===== config.mk =====
export PLATFORM = sky130hd
export DESIGN_NAME = dmem_arbiter
export DESIGN_NICKNAME = d
export VERILOG_FILES = /design/src/rtl/dmem_arbiter.sv
export SDC_FILE = /design/constraint.sdc
export NUM_CORES = 1
export LEC_CHECK = 0
export CAP_MARGIN = 20
export CELL_PAD_IN_SITES_DETAIL_PLACEMENT = 0
export CELL_PAD_IN_SITES_GLOBAL_PLACEMENT = 1
export CORE_ASPECT_RATIO = 0.9
export CORE_UTILIZATION = 29
export CTS_CLUSTER_DIAMETER = 40
export DETAILED_ROUTE_END_ITERATION = 12
export PLACE_DENSITY = 0.88
export RECOVER_POWER = 25
export SLEW_MARGIN = 20
export SYNTH_ARGS = -nofsm -noshare
export SYNTH_HDL_FRONTEND = slang
export SYNTH_SLANG_ARGS = --single-unit

===== constraint.sdc =====
create_clock -name clk -period 3.6 [get_ports clk]
set_input_delay 0.9 -clock clk [delete_from_list [all_inputs] [get_ports clk]]
set_output_delay 0.9 -clock clk [all_outputs]
set_load 0.02 [all_outputs]

===== src/rtl/dmem_arbiter.sv =====
// dmem_arbiter: round-robin arbiter and access sequencer between the CPU port
// (port 0) and the DMA/debug loader (port 1) in front of the word-wide data
// memory. The read path of the memory is slow, so reads hold the address and
// read strobe for READ_WAIT extra cycles before rdata is captured. Accesses
// that are misaligned or past the last word are completed with err and never
// reach the memory.
//
// state   | meaning
// --------+-----------------------------------------------------------------
// S_IDLE  | no access in flight, requests are arbitrated here only
// S_ISSUE | winner granted, address/data/strobe presented to the memory
// S_WAIT  | read strobe held while the slow read path settles
// S_DONE  | one-cycle completion pulse, round-robin pointer updated
module dmem_arbiter #(
  parameter int MEM_BYTES = 1024,
  parameter int READ_WAIT = 2
) (
  input  logic        clk,
  input  logic        rst_n,
  input  logic [1:0]  req,
  input  logic [1:0]  we,
  input  logic [31:0] addr0,
  input  logic [31:0] addr1,
  input  logic [31:0] wdata0,
  input  logic [31:0] wdata1,
  output logic [1:0]  gnt,
  output logic [1:0]  done,
  output logic        err,
  output logic [31:0] rdata,
  output logic [31:0] mem_dir,
  output logic [31:0] mem_writedato,
  output logic        mem_writeEN,
  output logic        mem_MemRead,
  input  logic [31:0] mem_dato
);

  // Counter only has to hold READ_WAIT-1; keep at least one bit so the
  // READ_WAIT = 0 build still has a legal (unused) register.
  localparam int CW = (READ_WAIT > 1) ? $clog2(READ_WAIT) : 1;
  localparam logic [CW-1:0] CNT_INIT = CW'((READ_WAIT > 0) ? READ_WAIT - 1 : 0);
  localparam logic [31:0]   ADDR_MAX = 32'(MEM_BYTES - 4);

  typedef enum logic [1:0] {
    S_IDLE  = 2'd0,
    S_ISSUE = 2'd1,
    S_WAIT  = 2'd2,
    S_DONE  = 2'd3
  } state_t;

  state_t         r_state, w_state;
  logic           r_sel, w_sel;
  logic           r_last, w_last;
  logic           r_we, w_we;
  logic           r_bad, w_bad;
  logic [CW-1:0]  r_cnt, w_cnt;
  logic [1:0]     r_gnt, w_gnt;
  logic [1:0]     r_done, w_done;
  logic           r_err, w_err;
  logic [31:0]    r_rdata, w_rdata;
  logic [31:0]    r_dir, w_dir;
  logic [31:0]    r_wdat, w_wdat;
  logic           r_wen, w_wen;
  logic           r_rd, w_rd;

  logic           w_pick;
  logic [31:0]    w_req_addr;
  logic [31:0]    w_req_wdata;
  logic           w_req_we;
  logic           w_req_bad;
  logic [1:0]     w_sel_onehot;

  // Round-robin pick: a lone requester wins, a tie goes to the port that
  // was not served last; the winner's request fields are muxed through.
  always_comb begin
    w_pick       = (req == 2'b11) ? ~r_last : req[1];
    w_req_addr   = w_pick ? addr1 : addr0;
    w_req_wdata  = w_pick ? wdata1 : wdata0;
    w_req_we     = w_pick ? we[1] : we[0];
    w_req_bad    = (w_req_addr[1:0] != 2'b00) || (w_req_addr > ADDR_MAX);
    w_sel_onehot = r_sel ? 2'b10 : 2'b01;
  end

  // Next-state and next-output logic; every output is a register so the
  // values computed here appear one edge later.
  always_comb begin
    w_state = r_state;
    w_sel   = r_sel;
    w_last  = r_last;
    w_we    = r_we;
    w_bad   = r_bad;
    w_cnt   = r_cnt;
    w_gnt   = 2'b00;
    w_done  = 2'b00;
    w_err   = 1'b0;
    w_rdata = r_rdata;
    w_dir   = r_dir;
    w_wdat  = r_wdat;
    w_wen   = 1'b0;
    w_rd    = 1'b0;
    case (r_state)
      S_IDLE: begin
        if (req != 2'b00) begin
          w_state = S_ISSUE;
          w_sel   = w_pick;
          w_we    = w_req_we;
          w_bad   = w_req_bad;
          w_gnt   = w_pick ? 2'b10 : 2'b01;
          w_wdat  = w_req_wdata;
          // A rejected access leaves the memory address untouched.
          if (!w_req_bad) begin
            w_dir = w_req_addr;
            w_wen = w_req_we;
            w_rd  = ~w_req_we;
          end
        end
      end
      S_ISSUE: begin
        if (r_we || r_bad) begin
          w_state = S_DONE;
          w_done  = w_sel_onehot;
          w_err   = r_bad;
        end else if (READ_WAIT == 0) begin
          w_state = S_DONE;
          w_done  = w_sel_onehot;
          w_rdata = mem_dato;
        end else begin
          w_state = S_WAIT;
          w_cnt   = CNT_INIT;
          w_rd    = 1'b1;
        end
      end
      S_WAIT: begin
        if (r_cnt == '0) begin
          w_state = S_DONE;
          w_done  = w_sel_onehot;
          w_rdata = mem_dato;
        end else begin
          w_cnt = r_cnt - CW'(1);
          w_rd  = 1'b1;
        end
      end
      S_DONE: begin
        w_last  = r_sel;
        w_state = S_IDLE;
      end
      default: w_state = S_IDLE;
    endcase
  end

  // State and output registers; reset abandons any access in flight.
  always_ff @(posedge clk or negedge rst_n) begin
    if (!rst_n) begin
      r_state <= S_IDLE;
      r_sel   <= 1'b0;
      r_last  <= 1'b1;
      r_we    <= 1'b0;
      r_bad   <= 1'b0;
      r_cnt   <= '0;
      r_gnt   <= 2'b00;
      r_done  <= 2'b00;
      r_err   <= 1'b0;
      r_rdata <= 32'd0;
      r_dir   <= 32'd0;
      r_wdat  <= 32'd0;
      r_wen   <= 1'b0;
      r_rd    <= 1'b0;
    end else begin
      r_state <= w_state;
      r_sel   <= w_sel;
      r_last  <= w_last;
      r_we    <= w_we;
      r_bad   <= w_bad;
      r_cnt   <= w_cnt;
      r_gnt   <= w_gnt;
      r_done  <= w_done;
      r_err   <= w_err;
      r_rdata <= w_rdata;
      r_dir   <= w_dir;
      r_wdat  <= w_wdat;
      r_wen   <= w_wen;
      r_rd    <= w_rd;
    end
  end

  assign gnt           = r_gnt;
  assign done          = r_done;
  assign err           = r_err;
  assign rdata         = r_rdata;
  assign mem_dir       = r_dir;
  assign mem_writedato = r_wdat;
  assign mem_writeEN   = r_wen;
  assign mem_MemRead   = r_rd;

endmodule


# After elaboration in Yosys (flattened, before gate mapping)
# Cells that the tools add are included.
[totals] mem_bits_rw=0 latchBits=0 out_inout_bits=103 mem_bits_ro=0 reg_bits=110 memories=0
[classes] n_mux=28 n_div=0 bitwise_logic=4 n_shift=0 eq_ne=7 n_mul=0 add_sub_neg=1 order_cmp=1 n_reduce_logical=11
[ops] operator="32-bit 2-to-1 mux" count=2
[ops] operator="32-bit by 10-bit greater-than comparator with 1-bit output, second input constant" count=1
[ops] operator="2-bit 2-to-1 mux" count=8
[ops] operator="1-bit 2-to-1 mux" count=14
[ops] operator="2-bit one-hot mux with 4 select lines" count=1
[ops] operator="2-bit AND reduction" count=4
[ops] operator="2-bit == test, second input constant" count=3
[ops] operator="2-bit inequality test, second input constant" count=3
[ops] operator="2-bit nonzero test" count=3
[ops] operator="1-bit NOT" count=4
[ops] operator="2-bit one-hot mux with 2 select lines" count=1
[ops] operator="1-bit one-hot mux with 3 select lines" count=1
[ops] operator="3-bit AND reduction" count=1
[ops] operator="2-bit by 1-bit == test with 1-bit output, second input constant" count=1
[ops] operator="2-bit zero test" count=1
[ops] operator="1-bit logical OR" count=2
[ops] operator="1-bit one-hot mux with 2 select lines" count=1
[ops] operator="1-bit subtractor, second input constant" count=1

# Depth between registers and ports, before layout
[logic_depth] ltp_word=8 mapped_depth=7 ltp_nobuf=6

# Worst setup path before layout
# No wires, ideal clock.
[synth_path] kind="input to register" start="input port req[1]" end="register r_dir[7], in the netlist mem_dir[7]" slack_ps=1175 cell_stages=7 path_buffers=2 t_arrival_ps=2300 cell_sequence="a21bo_1 -> buf_6 -> or3_1 -> o31ai_2 -> o2111ai_4 -> buf_6 -> mux2_4"
[synth_between] elab_chain_len=7 word_cells_on_any_way=9
[synth_lines] element="from (decl)" line="20" source="input logic [1:0] req,"
[synth_lines] element="2-bit == test" line="75" source="w_pick = (req == 2'b11) ? ~r_last : req[1];"
[synth_lines] element="1-bit 2-to-1 mux" line="75"
[synth_lines] element="32-bit 2-to-1 mux" line="76" source="w_req_addr = w_pick ? addr1 : addr0;"
[synth_lines] element="32-bit by 10-bit greater-than comparator with 1-bit output / 2-bit nonzero test (equally long branches)" line="79" source="w_req_bad = (w_req_addr[1:0] != 2'b00) || (w_req_addr > ADDR_MAX);"
[synth_lines] element="1-bit logical OR" line="79"
[synth_lines] element="1-bit NOT (no line)"
[synth_lines] element="3-bit AND reduction (no line)"
[synth_lines] element="to (signal assigned)" line="178" source="r_dir <= w_dir;"
[synth_lines] element="to (decl)" line="60" source="logic [31:0] r_dir, w_dir;"
# Parallel ways exist; a longest one is shown, timed or not.
# A chain may end at the register's enable or synchronous reset.

# Worst setup path in the final report
[layout_path] start="input port req[0]" end="register r_dir[17], in the netlist mem_dir[17]"
# The elaborated chain is that of the path after synthesis.

==> results.py <==
metrics = {
    "power_and_ir_drop": {
        "p_int_w": 0.00342,
        "combinationalPowerShare_pct": 46.1,
        "p_switching_w": 0.00193,
        "switching_share_pct": 36.1,
        "vdd_drop_max_uv": 343,
        "leakagePower_nw": 3.30,
        "p_clk_share_pct": 18.4,
        "p_seq_share_pct": 35.5,
        "power_density_nw_per_um2": 690,
    },
    "clock_network": {
        "root_buffer": "clkbuf_16",
        "cts_sinks": 110,
        "clockBufferDepth": 2,
        "ctsHoldBuffers": 0,
        "numCtsBuffers": 9,
        "insertion_delay_ns": 0.35,
        "postCtsSetupBuffers": 0,
        "cts_tree": "done",
        "clkTransAtPathRegs_ns": 0.08,
        "htree_levels": 3,
        "cts_resized": 0,
    },
    "critical_path": {
        "path_class": "in2reg",
        "cp_common_cell": "buf_4",
        "critical-path-top-delay-family": "buffers and inverters",
        "worstSetupEndpointType": "flip-flop",
        "path_cells": "clkdlybuf4s50_1 > a21bo_1 > buf_4 > nand3_1 > nor2_1 > o2111ai_4 > buf_4 > and2_1",
        "path_buf_inv": 3,
        "crit_slowest_cell": "clkdlybuf4s50_1",
        "start_kind": "primary input",
        "path_max_fanout": 22,
        "timing.rr.start": "r_last",
        "reg2reg_slack_ns": 1.39,
        "critPathArrivalTime_ns": 3.01,
        "crit_required_ns": 3.84,
        "startpoint": "req[0]",
        "crit_path_max_incr_delay_ns": 0.58,
    },
    "synthesis": {
        "yosys.area.top_type": "dfrtp_1",
        "ys_top_cells_by_area": "dfrtp_1 60%, mux2_2 9.4%, nand2_1 7.5%",
        "ys_warn_count": 0,
        "ys_types": 32,
        "synth_ff_type": "dfrtp_1",
        "synth_seq_cells": 110,
        "synth-edff-count": 0,
        "seq_area_frac_synth_pct": 60.6,
        "async_reset_ff_share_pct": 100,
        "synth_area_per_cell_um2": 11.0,
        "synth_commonest_cells": "109 x dfrtp_1, 91 x nand2_1, 42 x nor2_1",
        "synth_most_common_cell": "dfrtp_1",
        "syn_nets": 584,
        "synth_top_area_share_pct": 60.0,
        "synth_area_um2": 4550,
        "synthCells": 413,
    },
    "cells_and_area": {
        "diodes": 0,
        "fin_area_um2": 7750,
        "syn_to_final_growth_pct": 70.5,
        "fin_nets": 848,
        "drive_gt1_share_pct": 10.4,
    },
    "die": {
        "dieArea_um2": 16200,
        "chipHeight_um": 121,
        "start_util_pct": 29.5,
        "fp-row-count": 43,
        "die_w_um": 134,
        "coreArea_um2": 15400,
        "io_pins": 269,
    },
    "run": {
        "maxCapViolCount": 1,
    },
    "grt": {
        "grtUsageTotal_pct": 17.1,
        "grt_pass1_vias": 4090,
        "grt_pass1_wl_um": 21000,
        "overflow": 0,
        "antenna_found_initial": 0,
        "grt_max_degree": 66,
    },
    "sta": {
        "rsz0062_at_grt": "false",
        "post-route-min-period_ns": 2.77,
        "skew_ns": 0.00596,
        "timing.fmax_mhz": 361,
        "finalHoldViolations": 0,
        "maxSlewHeadroom_pct": -5.68,
        "final.setup.tns_ns": 0,
        "report.final.setup_viol": 0,
        "fin_crit_sh_pct": 76.9,
        "finalMaxSlewViolations": 66,
        "tightestPinTransition_ns": 1.59,
    },
    "detailed_routing": {
        "routed_wl_um": 13300,
        "ant_nets": 0,
        "vias": 3962,
        "first_iter_violations": 106,
        "vias_per_cell": 4.48,
        "drt-pass1-iter-count": 6,
        "routedWlPerCell_um": 15.1,
        "drc": 0,
    },
    "placement": {
        "dpl.hpwl_um": 10600,
        "gp_congestion": 0.840,
        "port_buffers": 268,
        "dpl_cell_area_um2": 7460,
    },
    "outcome": {
        "violations": "capacitance limit, slew limit",
        "outcome": "complete, but fails checks",
    },
    "hold_path": {
        "hp-start": "r_we",
        "min_path_type": "reg2reg",
    },
}
-- through the flow --
stage	total power (W)	hold WS, ns	utilization (%)	cells	setup slack (ns)
CTS	0.00544	0.493	50.4	884	0.798
global placement	0.00435	0.471	48.5	868	0.503
floorplan	0.00319	0.442	-	413	1.17
finish	0.00535	0.484	50.4	884	0.830
global route	0.00568	0.504	50.4	884	0.647
detailed placement	0.00442	0.471	48.5	868	0.437
-- final cells by class --
cell class / instances / area [um2]
Timing Repair Buffer: 276 / 2730
Inverter: 4 / 15.0
Sequential cell: 110 / 2750
Clock inverter: 7 / 75.1
Fill cell: 1360 / 7630
Tap cell: 202 / 253
Clock buffer: 9 / 225
Multi-Input combinational cell: 276 / 1700
-- worst min-delay path, delay by kind of cell (launching register included) --
kind	cells	cell delay, ns
simple gates	1	0.05
compound gates	1	0.06
flops	1	0.35
-- per-layer routing --
layer	share of wire, %	global-route usage (%)	vias up
li1	-	-	1918
met1	37	18.1	1846
met2	51	30.0	175
met3	9.2	6.46	23
met4	2.5	7.46	0
met5	0	0	-
-- power groups by stage --
stage	sequential, W	combinational (W)	clock (W)
2_1_floorplan	0.00238	0.000811	0
3_3_place_gp	0.00190	0.00244	0
3_5_place_dp	0.00193	0.00249	0
4_1_cts	0.00191	0.00250	0.00103
5_1_grt	0.00196	0.00265	0.00108
6_report	0.00190	0.00247	0.000987
-- placed cells by master (no fill, tap or decap), types with 2 or more instances in the layout --
| master | netlist | layout |
|---|---|---|
| a22oi_1 | 4 | 4 |
| a31oi_1 | 31 | 31 |
| and2_1 | 26 | 26 |
| buf_4 | 0 | 7 |
| clkbuf_16 | 0 | 9 |
| clkdlybuf4s50_1 | 0 | 267 |
| dfrtp_1 | 109 | 109 |
| ha_1 | 5 | 5 |
| inv_1 | 4 | 4 |
| inv_8 | 0 | 3 |
| mux2_2 | 38 | 38 |
| mux2_4 | 3 | 3 |
| nand2_1 | 91 | 91 |
| nand3_1 | 2 | 2 |
| nand4_1 | 2 | 2 |
| nor2_1 | 42 | 42 |
| nor2b_1 | 4 | 2 |
| nor3_1 | 2 | 2 |
| nor4_1 | 8 | 8 |
| o21ai_0 | 5 | 5 |
-- flip-flops by register name (all words and copies together) (netlist names), 2 cells and up --
register and flops:
rdata 32, gnt 2, done 2, r_state 2, mem_writedato 32, mem_dir 32
-- final timing paths --
check	end	cells after the start
worst max-delay path	mem_dir[17]	8
worst min register to register	r_we	2
min in group asynchronous	mem_dir[23]	1
worst min-delay path	r_we	2
worst max register to register	mem_dir[17]	7
max in group asynchronous	mem_writedato[27]	2
-- kinds of logic (layout without fill, tap and decap cells) --
kind of cell	Yosys count	after routing	share of synthesized area, %
AOI/OAI and AO/OA	50	50	7.68
adders and majority gates	5	5	1.38
buffers and inverters	27	296	2.56
DFF	110	110	60.6
muxes	42	42	10.6
and+or+nand+nor	179	179	17.2
Power figures use the tool's default switching activity.
